[config.mk]
export PLATFORM = sky130hd
export DESIGN_NAME = flick_conditioner
export DESIGN_NICKNAME = d
export VERILOG_FILES = /design/src/rtl/flick_conditioner.sv
export SDC_FILE = /design/constraint.sdc
export NUM_CORES = 1
export LEC_CHECK = 0
export ABC_CLOCK_PERIOD_IN_PS = 1900
export CORE_AREA = 2 2 39 41
export DETAILED_ROUTE_END_ITERATION = 8
export DIE_AREA = 0 0 41 43
export SETUP_SLACK_MARGIN = 0.3
export SKIP_CTS_REPAIR_TIMING = 1
export SLEW_MARGIN = 20
export SYNTH_ARGS = -nofsm -noshare
export SYNTH_HDL_FRONTEND = slang
export SYNTH_SLANG_ARGS = --single-unit
[constraint.sdc]
create_clock -name clk -period 1.9 [get_ports clk]
set_input_delay 0.38 -clock clk [delete_from_list [all_inputs] [get_ports clk]]
set_output_delay 0.38 -clock clk [all_outputs]
set_load 0.05 [all_outputs]
[src/rtl/flick_conditioner.sv]
// -----------------------------------------------------------------------------
// flick_conditioner
//
// Input conditioner for the bound_flasher "flick" control. A raw, bouncing,
// asynchronous push-button is brought into the clk domain through a two-flop
// synchroniser. It is then debounced with a consecutive-sample counter and
// presented as a clean registered level plus a one-cycle press strobe.
//
// Parameters
//   DEBOUNCE_CYCLES : consecutive synchronised samples that must disagree with
//                     flick before flick changes (1..65535)
//   REPEAT_CYCLES   : auto-repeat period while held (2..65535); only used when
//                     FLICK_REPEAT_EN is defined
//
// Ports
//   clk         : system clock, rising edge
//   rst_n       : asynchronous active-low reset; release is synchronous to clk
//   btn_raw     : raw button, asynchronous, may bounce
//   flick       : debounced level, registered
//   flick_pulse : registered one-cycle strobe per accepted press (and repeats)
//   bouncing    : high while the debounce counter is non-zero
//
// Optional feature
//   FLICK_REPEAT_EN : when defined, flick_pulse also fires every REPEAT_CYCLES
//                     cycles while the button stays held.
// -----------------------------------------------------------------------------
module flick_conditioner #(
    parameter int DEBOUNCE_CYCLES = 4,
    parameter int REPEAT_CYCLES   = 8
) (
    input  logic clk,
    input  logic rst_n,
    input  logic btn_raw,
    output logic flick,
    output logic flick_pulse,
    output logic bouncing
);

    localparam int              DB_W    = $clog2(DEBOUNCE_CYCLES + 1);
    localparam logic [DB_W-1:0] DB_LAST = DB_W'(DEBOUNCE_CYCLES - 1);

    // State is not stored separately: it is the pair (flick, db_cnt != 0).
    typedef enum logic [1:0] {
        IDLE      = 2'b00,
        ARMING    = 2'b01,
        HELD      = 2'b10,
        RELEASING = 2'b11
    } state_t;

    logic            s0;
    logic            s1;
    logic            sync;
    logic [DB_W-1:0] db_cnt;
    logic [DB_W-1:0] db_cnt_nxt;
    logic            flick_nxt;
    logic            pulse_nxt;
    state_t          state;

`ifdef FLICK_REPEAT_EN
    localparam int               RPT_W    = $clog2(REPEAT_CYCLES + 1);
    localparam logic [RPT_W-1:0] RPT_LAST = RPT_W'(REPEAT_CYCLES - 1);

    logic [RPT_W-1:0] rpt_cnt;
    logic [RPT_W-1:0] rpt_cnt_nxt;
`else
    // The repeat period has no function without auto-repeat.
    logic unused_repeat_cfg;
    assign unused_repeat_cfg = (REPEAT_CYCLES != 0);
`endif

    // ---- synchroniser: btn_raw -> s0 -> s1 (no logic in between) ----
    always_ff @(posedge clk or negedge rst_n) begin
        if (!rst_n) begin
            s0 <= 1'b0;
            s1 <= 1'b0;
        end else begin
            s0 <= btn_raw;
            s1 <= s0;
        end
    end

    assign sync     = s1;
    assign state    = state_t'({flick, (db_cnt != '0)});
    assign bouncing = (db_cnt != '0);

    // ---- debounce / press-detect next state ----
    always_comb begin
        db_cnt_nxt = '0;
        flick_nxt  = flick;
        pulse_nxt  = 1'b0;
`ifdef FLICK_REPEAT_EN
        rpt_cnt_nxt = '0;
`endif
        case (state)
            IDLE, ARMING: begin
                // Any 0 sample drops the count back to zero (default).
                if (sync) begin
                    if (db_cnt == DB_LAST) begin
                        flick_nxt = 1'b1;
                        pulse_nxt = 1'b1;
                    end else begin
                        db_cnt_nxt = db_cnt + DB_W'(1);
                    end
                end
            end
            HELD, RELEASING: begin
                if (!sync) begin
                    // Releases never strobe flick_pulse.
                    if (db_cnt == DB_LAST) begin
                        flick_nxt = 1'b0;
                    end else begin
                        db_cnt_nxt = db_cnt + DB_W'(1);
                    end
                end
`ifdef FLICK_REPEAT_EN
                // Repeat count advances only in steady HELD; a return from
                // RELEASING lands here with the count already cleared.
                else if (state == HELD) begin
                    if (rpt_cnt == RPT_LAST) begin
                        pulse_nxt = 1'b1;
                    end else begin
                        rpt_cnt_nxt = rpt_cnt + RPT_W'(1);
                    end
                end
`endif
            end
            default: ;
        endcase
    end

    // ---- state / output registers ----
    always_ff @(posedge clk or negedge rst_n) begin
        if (!rst_n) begin
            db_cnt      <= '0;
            flick       <= 1'b0;
            flick_pulse <= 1'b0;
        end else begin
            db_cnt      <= db_cnt_nxt;
            flick       <= flick_nxt;
            flick_pulse <= pulse_nxt;
        end
    end

`ifdef FLICK_REPEAT_EN
    always_ff @(posedge clk or negedge rst_n) begin
        if (!rst_n) begin
            rpt_cnt <= '0;
        end else begin
            rpt_cnt <= rpt_cnt_nxt;
        end
    end
`endif

endmodule

==> flow_summary.yaml <==
run_status:
  status: "finished, final reports clean"
pwr:
  finalPower_mw: 0.595
  power.leakage_nw: 0.195
  ir_worst_vdd_mv: 0.812
  power_density_nw_per_um2: 1550
yosys:
  ys_ff_latch: 7
  synth_area_um2: 278
  yosysTopAreaCell: "dfrtp_1"
  synthCells: 19
  ys_warn_count: 0
  syn_nets: 24
  syn_avg_cell_area_um2: 14.6
  synth.area.top_cells: "dfrtp_1 (63%), ha_1 (9.0%), nor3b_1 (5.4%)"
  synth_top_area_share_pct: 63.1
  yosysUniqueCellTypes: 10
  synth-seq-area-share_pct: 63.1
clock_tree:
  cts.sinks: 7
  htreeDepth: 1
  cts_tree: "done"
  cts_root_buf: "clkbuf_4"
  clk_latency_ps: 250
  clk_pin_slew_worst_paths_ps: 50
  cts_inserted_buffers: 3
  cts_buffer_depth: 2
layout:
  antenna_cells: 0
  instances_no_fill: 44
  drive_gt1_share_pct: 25.0
  fin_nets: 34
  post-route-util_pct: 27.8
  fill_cells: 144
  most-common-layout-cells: "dfrtp_1 (7), clkbuf_4 (3)"
  areaGrowthSynthToFinish_pct: 38.3
  layout_commonest_cell: "dfrtp_1"
floorplanning:
  initial_core_util_pct: 20.1
  core_area_um2: 1380
  rows: 14
  die_h_um: 43
  fp.dieW_um: 41
  num_io_pins: 6
  die_area_um2: 1760
timing:
  timing.fmax_mhz: 671
  relSlewSlack_pct: 66.5
  whs_ps: 361
  final_hold_viol_count: 0
  period_minus_slack_ps: 1490
  report.final.slew_viol_count: 0
  worstMarginPinSlew_ps: 501
  setup_viol: 0
  setup_tns_ps: 0
  finalCritPeriodShare_pct: 78.4
  fin_skew_ps: 2.09
  rsz0062_at_grt: "false"
detailed_routing:
  drcViolationCount: 0
  wl_um: 417
  drt_first_iter_violations: 1
  drtAntennaViolNets: 0
  avgViaCountPerCell: 3.70
  first_pass_iters: 2
  wire_per_inst_um: 9.48
  vias: 163
global_route:
  grt_pass1_vias: 206
  grt_first_pass_wirelength_um: 772
  antenna_found_initial: 0
  grt_usage_pct: 7.23
  overflow: 0
  grt_max_degree: 8
critical_path:
  r2r_cells: 3
  worstPathArrival_ps: 1110
  cp_max_fo: 3
  cp-end-kind: "output pin"
  setup.worst_path.start_class: "flop"
  worstSetupPathType: "reg2out"
  worstPathRequired_ps: 1520
min_path:
  min_path_cells: 0
  hold_path_class: "reg2reg"
run:
  max-cap-violations: 0
placed_design:
  dp_cells: 40
  port-buffer-count: 5
  dp_hpwl_um: 306
  gp_congestion: 0.544
==> report_power, final <==
part	switching, mW	internal, mW
Combinational	0.144	0.113
Clock	0.0541	0.0801
Sequential	0.0236	0.181
==> cells by family after synthesis <==
kind of cell,Yosys count,synth area share (%)
flip-flops,7,63.1
multiplexers,1,4.05
buffers and inverters,2,2.70
AND/OR/NAND/NOR,6,18.0
adder cells (fa/ha/maj),2,9.01
XOR/XNOR,1,3.15
==> cell usage after synthesis (all sizes together) <==
cell type and n:
and3b 1, dfrtp 7, nor3b 2, nand2b 1, inv 2, nor2b 1, nor3 1, ha 2
xnor2 1, mux2 1
==> worst paths after layout <==
path                                start   endpoint  slack (ps)
worst max-delay path            db_cnt[0]   bouncing         410
worst min-delay path                   s0         s1         360
worst max register to register  db_cnt[0]      flick         700
worst min register to register         s0         s1         360
max in group asynchronous           rst_n  db_cnt[1]        1290
min in group asynchronous           rst_n         s1         380
==> per-stage QoR <==
step / setup WS, ps / area (um2)
5_1_grt: 337 / 384
4_1_cts: 146 / 382
6_report: 411 / 384
3_3_place_gp: 429 / 355
3_5_place_dp: 421 / 355
2_1_floorplan: 585 / 278
==> flip-flops by register name, summed over array words and instances (netlist names) <==
register	cells
flick	1
flick_pulse	1
s1	1
db_cnt	3
s0	1
==> cell type report <==
cell class	count	area, um2	area share (%)
repair buffers	5	60.1	15.6
inverters	2	7.51	1.95
clock buffers	4	26.3	6.84
multi-input cells	10	95.1	24.8
flip-flops and latches	7	175	45.6
well taps	16	20.0	5.21
==> critical path: stages (launching register included) <==
cell,delay [ps]
dfrtp_1,370
inv_1,50
ha_1,180
nand2b_1,110
buf_12,140
==> per-layer routing <==
metal,vias to the layer above,part of all wire [%],GRT usage [%]
met2,8,51,10.0
met1,76,39,7.07
met4,0,0,6.00
met3,0,10,4.71
met5,-,0,0
li1,79,-,-
No activity file was read; power rests on OpenSTA's default activity.
